===== src/rtl/counter_scan_ctrl.sv =====
// counter_scan_ctrl
// Sequencing controller for a 4-bit loadable up/down counter. A START in IDLE
// latches LO/HI/PASSES, loads LO into the counter, then ping-pongs the counter
// LO->HI->LO for the programmed number of passes (0 means 16).
//
// Ports:
//   i_clk       rising-edge clock, shared with the counter
//   i_mr        synchronous active-high reset
//   i_start     scan request, sampled only in IDLE
//   i_abort     cancel the scan in progress (LOAD/UP/DOWN only)
//   i_lo/i_hi   scan bounds, latched at START
//   i_passes    pass count, latched at START (0 = 16)
//   i_qn/i_co   counter value and wrap flag
//   o_load      counter load, active-low
//   o_en        counter enable
//   o_updn      counter direction, 0 = up, 1 = down
//   o_d         counter load data (latched LO)
//   o_busy      scan in progress
//   o_done      one-cycle completion pulse
//   o_err       sticky error (LO>HI reject or counter overshoot)
//   o_pass_cnt  index of the current pass
module counter_scan_ctrl (
    input  logic       i_clk,
    input  logic       i_mr,
    input  logic       i_start,
    input  logic       i_abort,
    input  logic [3:0] i_lo,
    input  logic [3:0] i_hi,
    input  logic [3:0] i_passes,
    input  logic [3:0] i_qn,
    input  logic       i_co,
    output logic       o_load,
    output logic       o_en,
    output logic       o_updn,
    output logic [3:0] o_d,
    output logic       o_busy,
    output logic       o_done,
    output logic       o_err,
    output logic [3:0] o_pass_cnt
);

    localparam logic [2:0] S_IDLE = 3'd0;
    localparam logic [2:0] S_LOAD = 3'd1;
    localparam logic [2:0] S_UP   = 3'd2;
    localparam logic [2:0] S_DOWN = 3'd3;
    localparam logic [2:0] S_FIN  = 3'd4;

    logic [2:0] r_state;
    logic [3:0] r_lo;
    logic [3:0] r_hi;
    logic [4:0] r_target;
    logic [4:0] r_pass;
    logic       r_err;

    logic [2:0] w_next;
    logic       w_accept;
    logic       w_set_err;
    logic       w_pass_inc;
    logic       w_load;
    logic       w_en;
    logic       w_updn;
    logic       w_busy;
    logic       w_done;

    // Mealy decode: EN is computed from the live QN so the counter steps on
    // the same edge that the compare decides the next state.
    always_comb begin
        w_next     = r_state;
        w_accept   = 1'b0;
        w_set_err  = 1'b0;
        w_pass_inc = 1'b0;
        w_load     = 1'b1;
        w_en       = 1'b0;
        w_updn     = 1'b0;
        w_busy     = 1'b0;
        w_done     = 1'b0;
        case (r_state)
            S_IDLE: begin
                if (i_start) begin
                    w_accept = 1'b1;
                    w_next   = (i_lo > i_hi) ? S_FIN : S_LOAD;
                end
            end
            S_LOAD: begin
                w_busy = 1'b1;
                if (i_abort) begin
                    w_next = S_IDLE;
                end else begin
                    w_load = 1'b0;
                    w_next = S_UP;
                end
            end
            S_UP: begin
                w_busy = 1'b1;
                w_updn = 1'b0;
                if (i_abort) begin
                    w_next = S_IDLE;
                end else if (i_co) begin
                    w_set_err = 1'b1;
                    w_next    = S_FIN;
                end else begin
                    w_en = (i_qn != r_hi);
                    if (i_qn == r_hi) w_next = S_DOWN;
                end
            end
            S_DOWN: begin
                w_busy = 1'b1;
                w_updn = 1'b1;
                if (i_abort) begin
                    w_next = S_IDLE;
                end else if (i_co) begin
                    w_set_err = 1'b1;
                    w_next    = S_FIN;
                end else begin
                    w_en = (i_qn != r_lo);
                    if (i_qn == r_lo) begin
                        if (r_pass + 5'd1 == r_target) begin
                            w_next = S_FIN;
                        end else begin
                            w_pass_inc = 1'b1;
                            w_next     = S_UP;
                        end
                    end
                end
            end
            S_FIN: begin
                w_done = 1'b1;
                w_next = S_IDLE;
            end
            default: w_next = S_IDLE;
        endcase
    end

    always_ff @(posedge i_clk) begin
        if (i_mr) begin
            r_state  <= S_IDLE;
            r_lo     <= 4'd0;
            r_hi     <= 4'd0;
            r_target <= 5'd0;
            r_pass   <= 5'd0;
            r_err    <= 1'b0;
        end else begin
            r_state <= w_next;
            if (w_accept) begin
                r_lo     <= i_lo;
                r_hi     <= i_hi;
                // A programmed count of 0 stands for the full 16 passes.
                r_target <= (i_passes == 4'd0) ? 5'd16 : {1'b0, i_passes};
                r_pass   <= 5'd0;
                r_err    <= (i_lo > i_hi);
            end else if (w_set_err) begin
                r_err <= 1'b1;
            end
            if (w_pass_inc) r_pass <= r_pass + 5'd1;
        end
    end

    assign o_load     = w_load;
    assign o_en       = w_en;
    assign o_updn     = w_updn;
    assign o_d        = r_lo;
    assign o_busy     = w_busy;
    assign o_done     = w_done;
    assign o_err      = r_err;
    assign o_pass_cnt = r_pass[3:0];

endmodule


===== config.mk =====
export PLATFORM = sky130hd
export DESIGN_NAME = counter_scan_ctrl
export DESIGN_NICKNAME = d
export VERILOG_FILES = /design/src/rtl/counter_scan_ctrl.sv
export SDC_FILE = /design/constraint.sdc
export NUM_CORES = 1
export LEC_CHECK = 0
export ABC_AREA = 1
export CAP_MARGIN = 0
export CORE_MARGIN = 5
export CORE_UTILIZATION = 30
export DETAILED_ROUTE_END_ITERATION = 10
export SKIP_CTS_REPAIR_TIMING = 1
export SLEW_MARGIN = 25
export SYNTH_ARGS = -nofsm -noshare
export SYNTH_HDL_FRONTEND = slang
export SYNTH_SLANG_ARGS = --single-unit

===== constraint.sdc =====
create_clock -name i_clk -period 2.24 [get_ports i_clk]
set_clock_uncertainty 0.2 [all_clocks]
set_input_delay 0.224 -clock i_clk [delete_from_list [all_inputs] [get_ports i_clk]]
set_output_delay 0.224 -clock i_clk [all_outputs]
set_load 0.01 [all_outputs]

==> impl_metrics.csv, run 1 <==
group,metric,value,unit
critical_path,cp_slowest_cell,"clkdlybuf4s50_1",
sta,tightest_slew,0.406,ns
sta,fin_setup_tns,0,ns
cts,numCtsBuffers,3,
synthesis,synth_compound_area_share,13.9,%
synthesis,ys_top_cells_by_count,"30 x nand2_1, 22 x dfxtp_1, 21 x inv_1",
synthesis,synthCells,202,
synthesis,yosys.cell_count.top_type,"nand2_1",
synthesis,avgSynthCellArea,6.94,um^2
cts,path_clk_slew,0.08,ns
floorplanning,rows,24,
place,pre_cts_ws,-0.00233,ns
hold_path,holdPathStages,2,
layout,antennaDiodeCount,0,
floorplanning,core-area,0.00444,mm^2
floorplanning,die_area,0.00614,mm^2
critical_path,arrival,1.66,ns
synthesis,synth_cell_types,32,
synthesis,synth_top_area_cell,"dfxtp_1",
layout,fillerInstances,481,
critical_path,r2r-end,"r_state[1]",
critical_path,cp_max_fo,4,
synthesis,synth_top_family_by_area,"simple AND/OR/NAND/NOR gates",
route,vias,1369,
sta,layout_setup_ws,0.153,ns
floorplanning,pin_count,35,
synthesis,synthAdderAreaFrac,4.46,%
synthesis,post_synth_xor_area_fraction,4.37,%
global_route,antenna_found_initial,0,
hold_path,hp-start,"r_target[1]",
sta,timing.final.crit_share,93.1,%
sta,drv_slew,0,
status,run_status,"completed",
place,numPortBuffers,34,
hold_path,holdPathEnd,"r_target[1]",
synthesis,synth.area.mux_share,0,%
layout,drive_above_1_share,15.0,%
sta,layout_min_cycle_time,2.09,ns
critical_path,rr_worst_depth,12,
route,via_per_inst,4.69,
critical_path,r2r-start,"r_pass[1]",
power,pwr_density_cell,548,mW/mm^2
job,maxCapViolations,0,
sta,rsz0062_at_grt,"no",
floorplanning,dieWidth,78.4,um
critical_path,crit_buf_inv,3,
synthesis,postSynth.asyncResetShare,0,%
cts,root_buffer,"clkbuf_8",
critical_path,r2r_slack,0.34,ns
critical_path,setup.worst_path.class,"reg2out",
synthesis,ys_warn_count,0,
critical_path,crit_family,"buffers and inverters",
critical_path,start_kind,"flip-flop",
cts,cts.sinks,22,
route,drtIter0Drc,58,
synthesis,synth_top_cell_area_share,31.4,%
route,postRouteAntennaNets,0,
global_route,grt_overflow,0,
sta,hold_viol,0,
synthesis,yosysSeqAreaShare,31.4,%
power,peakVddDrop,0.000436,V
sta,maxSlewHeadroom,72.7,%
place,finalWeightedCongestion,0.828,
route,wl_per_cell,11.3,um
synthesis,syn_nets,228,
synthesis,synth_area_leaders,"dfxtp_1 31%, nand2_1 8.0%, a21oi_1 7.1%",
critical_path,worst_ep_required_time,1.82,ns
place,dp_hpwl,2660,um
layout,area_growth,34.5,%
global_route,grt_pass1_vias,1316,
synthesis,synth_edf_count,0,
hold_path,hold_class,"reg2reg",
route,drt_wl_total,3290,um
power,p_leak,0.000839,uW
floorplanning,die_h,78.4,um
critical_path,cp-end-kind,"output pin",
critical_path,crit_path_max_incr_delay,0.48,ns
critical_path,worst_path_most_repeated_cell,"inv_1",
global_route,grt_first_pass_wirelength,5750,um
synthesis,synth-main-ff-cell,"dfxtp_1",
critical_path,cp_cell_sequence,"inv_1, nor4_2, inv_1, clkdlybuf4s50_1",
sta,setup_violations,0,
global_route,grt_start_max_net_pins,19,
route,drtPass1Iterations,4,
cts,cts_tree,"yes",
route,remaining_drc_errors,0,
layout,finalNetCount,267,
floorplanning,start_util,31.6,%
cts,cts_htree_levels,1,
synthesis,synth_simple_gate_area_share,33.8,%
global_route,grt_use_total,11.6,%
synthesis,ys_ff_latch,22,
cts,worstSkewPairLatency,0.26,ns
sta,fmax,479,MHz
cts,clockBufferDepth,2,
synthesis,synth_area,0.00140,mm^2
==> worst min-delay path, cell delays in order (launching register included) <==
cell and delay [ns]:
dfxtp_1 0.31, inv_1 0.06, a21oi_1 0.06
==> sequential cells by signal, summed over array words and instances (netlist names) <==
| signal | flops |
|---|---|
| r_pass | 5 |
| r_target | 5 |
| o_d | 4 |
| r_hi | 4 |
| r_state | 3 |
| o_err | 1 |
==> logic make-up (layout without fill, tap and decap cells) <==
logic type	count (synthesis)	after routing
flops	22	22
fa+ha+maj	5	5
simple gates	92	92
buf+inv	38	76
compound gates	38	38
xor+xnor	7	7
==> worst max path at each step <==
| stage | to | cells after the start | from | slack [ns] |
|---|---|---|---|---|
| finish | o_load | 4 | r_state[0] | 0.15 |
| global placement | o_en | 5 | i_abort | 0.01 |
| detailed placement | o_en | 5 | i_abort | -0.002 |
| CTS | o_en | 6 | r_state[2] | -0.09 |
| global route | o_load | 4 | r_state[0] | 0.06 |
| floorplan | r_state[1] | 11 | r_pass[0] | 0.48 |
==> routing by layer <==
metal | vias to the layer above | routed length, um | global-route usage [%]
met2 | 25 | 1590 | 20.3
met3 | 2 | 145 | 3.20
met4 | 0 | 19 | 2.10
li1 | 740 | - | -
met5 | - | 0 | 0
met1 | 602 | 1540 | 14.2
==> cell type report <==
cell class / instances / area, um^2 / area share, %
multi-input combinational: 142 / 811 / 43.0
sequential: 22 / 440 / 23.3
timing repair buffer: 42 / 403 / 21.4
inverter: 30 / 113 / 5.97
tap: 52 / 65.1 / 3.45
clock buffer: 4 / 55.1 / 2.92
==> power by group <==
| group | internal (uW) | leakage (uW) | switching (uW) |
|---|---|---|---|
| sequential | 426 | 0.000181 | 28.1 |
| combinational | 137 | 0.000630 | 154 |
| clock | 157 | 0.0000288 | 131 |
==> through the flow <==
stage          total power (uW)  area [um^2]  instances  util (%)  hold WS, ns
2_1_floorplan               637         1400        202         -        0.159
3_3_place_gp                754         1810        288      40.8        0.260
3_5_place_dp                754         1810        288      40.8        0.262
4_1_cts                    1050         1870        292      42.0        0.274
5_1_grt                    1110         1890        292      42.5        0.302
6_report                   1030         1890        292      42.5        0.272
==> placed cells by master, fill, tap and decap left out, drive strengths merged, types with 4 or more instances in the layout <==
| master | synthesis | final |
|---|---|---|
| nand2 | 34 | 34 |
| clkdlybuf4s50 | 0 | 33 |
| inv | 28 | 28 |
| nor2 | 25 | 25 |
| dfxtp | 22 | 22 |
| a21oi | 20 | 20 |
| nand3 | 17 | 17 |
| o21ai | 16 | 16 |
| buf | 7 | 8 |
| nand4 | 7 | 7 |
| ha | 5 | 5 |
| xor2 | 4 | 4 |
| clkbuf | 1 | 4 |
| nor3 | 4 | 4 |
Note: power is estimated with default switching activity, not from simulation.
==> inputs of run 2 (changes only) <==
--- a/config.mk
+++ b/config.mk
@@ -7,7 +7,7 @@
 export LEC_CHECK = 0
 export ABC_AREA = 1
 export CAP_MARGIN = 0
-export CORE_MARGIN = 5
+export CORE_MARGIN = 3
 export CORE_UTILIZATION = 30
 export DETAILED_ROUTE_END_ITERATION = 10
 export SKIP_CTS_REPAIR_TIMING = 1
==> impl_metrics.csv, run 2 (synthesized netlist as in run 1, its figures left out) <==
group,metric,value,unit
critical_path,cp_slowest_cell,"clkdlybuf4s50_1",
route,drt_wl_total,3370,um
power,pwr_density_cell,592,mW/mm^2
place,dp_hpwl,2650,um
cts,path_clk_slew,0.09,ns
floorplanning,core-area,0.00444,mm^2
layout,instances_no_fill,292,
place,place_inst,288,
floorplanning,dieWidth,74.4,um
hold_path,hold_class,"reg2reg",
place,finalWeightedCongestion,0.822,
power,p_leak,0.000845,uW
route,vias,1377,
sta,layout_min_cycle_time,2.08,ns
cts,worstSkewPairLatency,0.27,ns
floorplanning,start_util,31.6,%
route,drtPass1Iterations,4,
sta,setup_violations,0,
critical_path,crit_path_max_incr_delay,0.48,ns
global_route,grt_use_total,13.5,%
layout,finalNetCount,267,
critical_path,cp-end-kind,"output pin",
route,remaining_drc_errors,0,
route,via_per_inst,4.72,
route,wl_per_cell,11.5,um
sta,timing.final.crit_share,92.6,%
layout,area_growth,35.8,%
sta,rsz0062_at_grt,"no",
layout,drive_above_1_share,15.0,%
cts,clockBufferDepth,2,
place,pre_cts_ws,-0.0293,ns
layout,antennaDiodeCount,0,
sta,tightest_slew,0.382,ns
sta,maxSlewHeadroom,74.2,%
floorplanning,die_area,0.00553,mm^2
sta,layout_setup_ws,0.165,ns
cts,root_buffer,"clkbuf_8",
global_route,antenna_found_initial,0,
layout,layout_commonest_cell,"clkdlybuf4s50_1",
layout,final_cell_mix,"33 x clkdlybuf4s50_1, 30 x nand2_1, 22 x dfxtp_1",
sta,fin_hold_ws,0.279,ns
cts,cts.sinks,22,
floorplanning,die_h,74.4,um
global_route,grt_overflow,0,
layout,utilization,42.8,%
power,peakVddDrop,0.000321,V
global_route,grt_start_max_net_pins,19,
global_route,grt_first_pass_wirelength,5910,um
cts,numCtsBuffers,3,
floorplanning,rows,24,
sta,hold_viol,0,
place,numPortBuffers,34,
status,run_status,"completed",
job,maxCapViolations,0,
critical_path,start_kind,"flip-flop",
route,postRouteAntennaNets,0,
route,drtIter0Drc,28,
cts,cts_tree,"yes",
critical_path,setup.worst_path.class,"reg2out",
sta,drv_slew,0,
critical_path,cp_cell_sequence,"inv_1, nor4_2, inv_1, clkdlybuf4s50_1",
sta,fin_setup_tns,0,ns
sta,fmax,482,MHz
critical_path,worst_path_most_repeated_cell,"inv_1",
critical_path,cp_max_fo,4,
critical_path,worst_ep_required_time,1.82,ns
critical_path,arrival,1.65,ns
global_route,grt_pass1_vias,1312,
layout,top_regs,"r_pass (5), r_target (5)",
cts,cts_htree_levels,1,
floorplanning,pin_count,35,
run 2: cell count changes in the layout (fill, tap and decap cells not counted), sizes merged:
cell / change
bufinv: +1
clkbuf: -1
run 2: area by class of cell:
cell class | count | area, um^2
clock buffers | 3 | 41.3
fillers | 465 | 2540
well taps | 52 | 65.1
inverters | 30 | 113
multi-input cells | 142 | 812
flip-flops and latches | 22 | 440
repair buffers | 42 | 403
clock inverters | 1 | 30.0
run 2: metrics by stage:
stage / total power [uW] / instance area, um^2
2_1_floorplan: 637 / 1400
5_1_grt: 1200 / 1900
3_5_place_dp: 757 / 1810
3_3_place_gp: 756 / 1810
6_report: 1130 / 1900
4_1_cts: 1140 / 1880
run 2: power by group:
group	switching (uW)	internal, uW	total, uW
Combinational	157	137	294
Sequential	29.1	426	456
Clock	139	239	378
run 2: path summary, 6_finish.rpt:
check                              endpoint  slack [ns]  depth (start not counted)        start
worst min-delay path            r_target[1]        0.28                          2  r_target[1]
worst max register to register   r_state[1]        0.35                         11    r_pass[1]
worst min register to register  r_target[1]        0.28                          2  r_target[1]
worst max-delay path                 o_load        0.16                          4   r_state[0]
run 2: worst max-delay path, delay by kind of cell, from the launching register on:
family	cells	cell delay, ns
flops	1	0.43
buf+inv	3	0.68
simple gates	1	0.27
run 2: layer usage:
layer	track usage [%]	vias to the layer above	wire, um
li1	-	740	-
met1	18.5	604	1660
met2	22.0	31	1530
met3	3.24	2	169
met4	1.78	0	10
met5	0	-	0
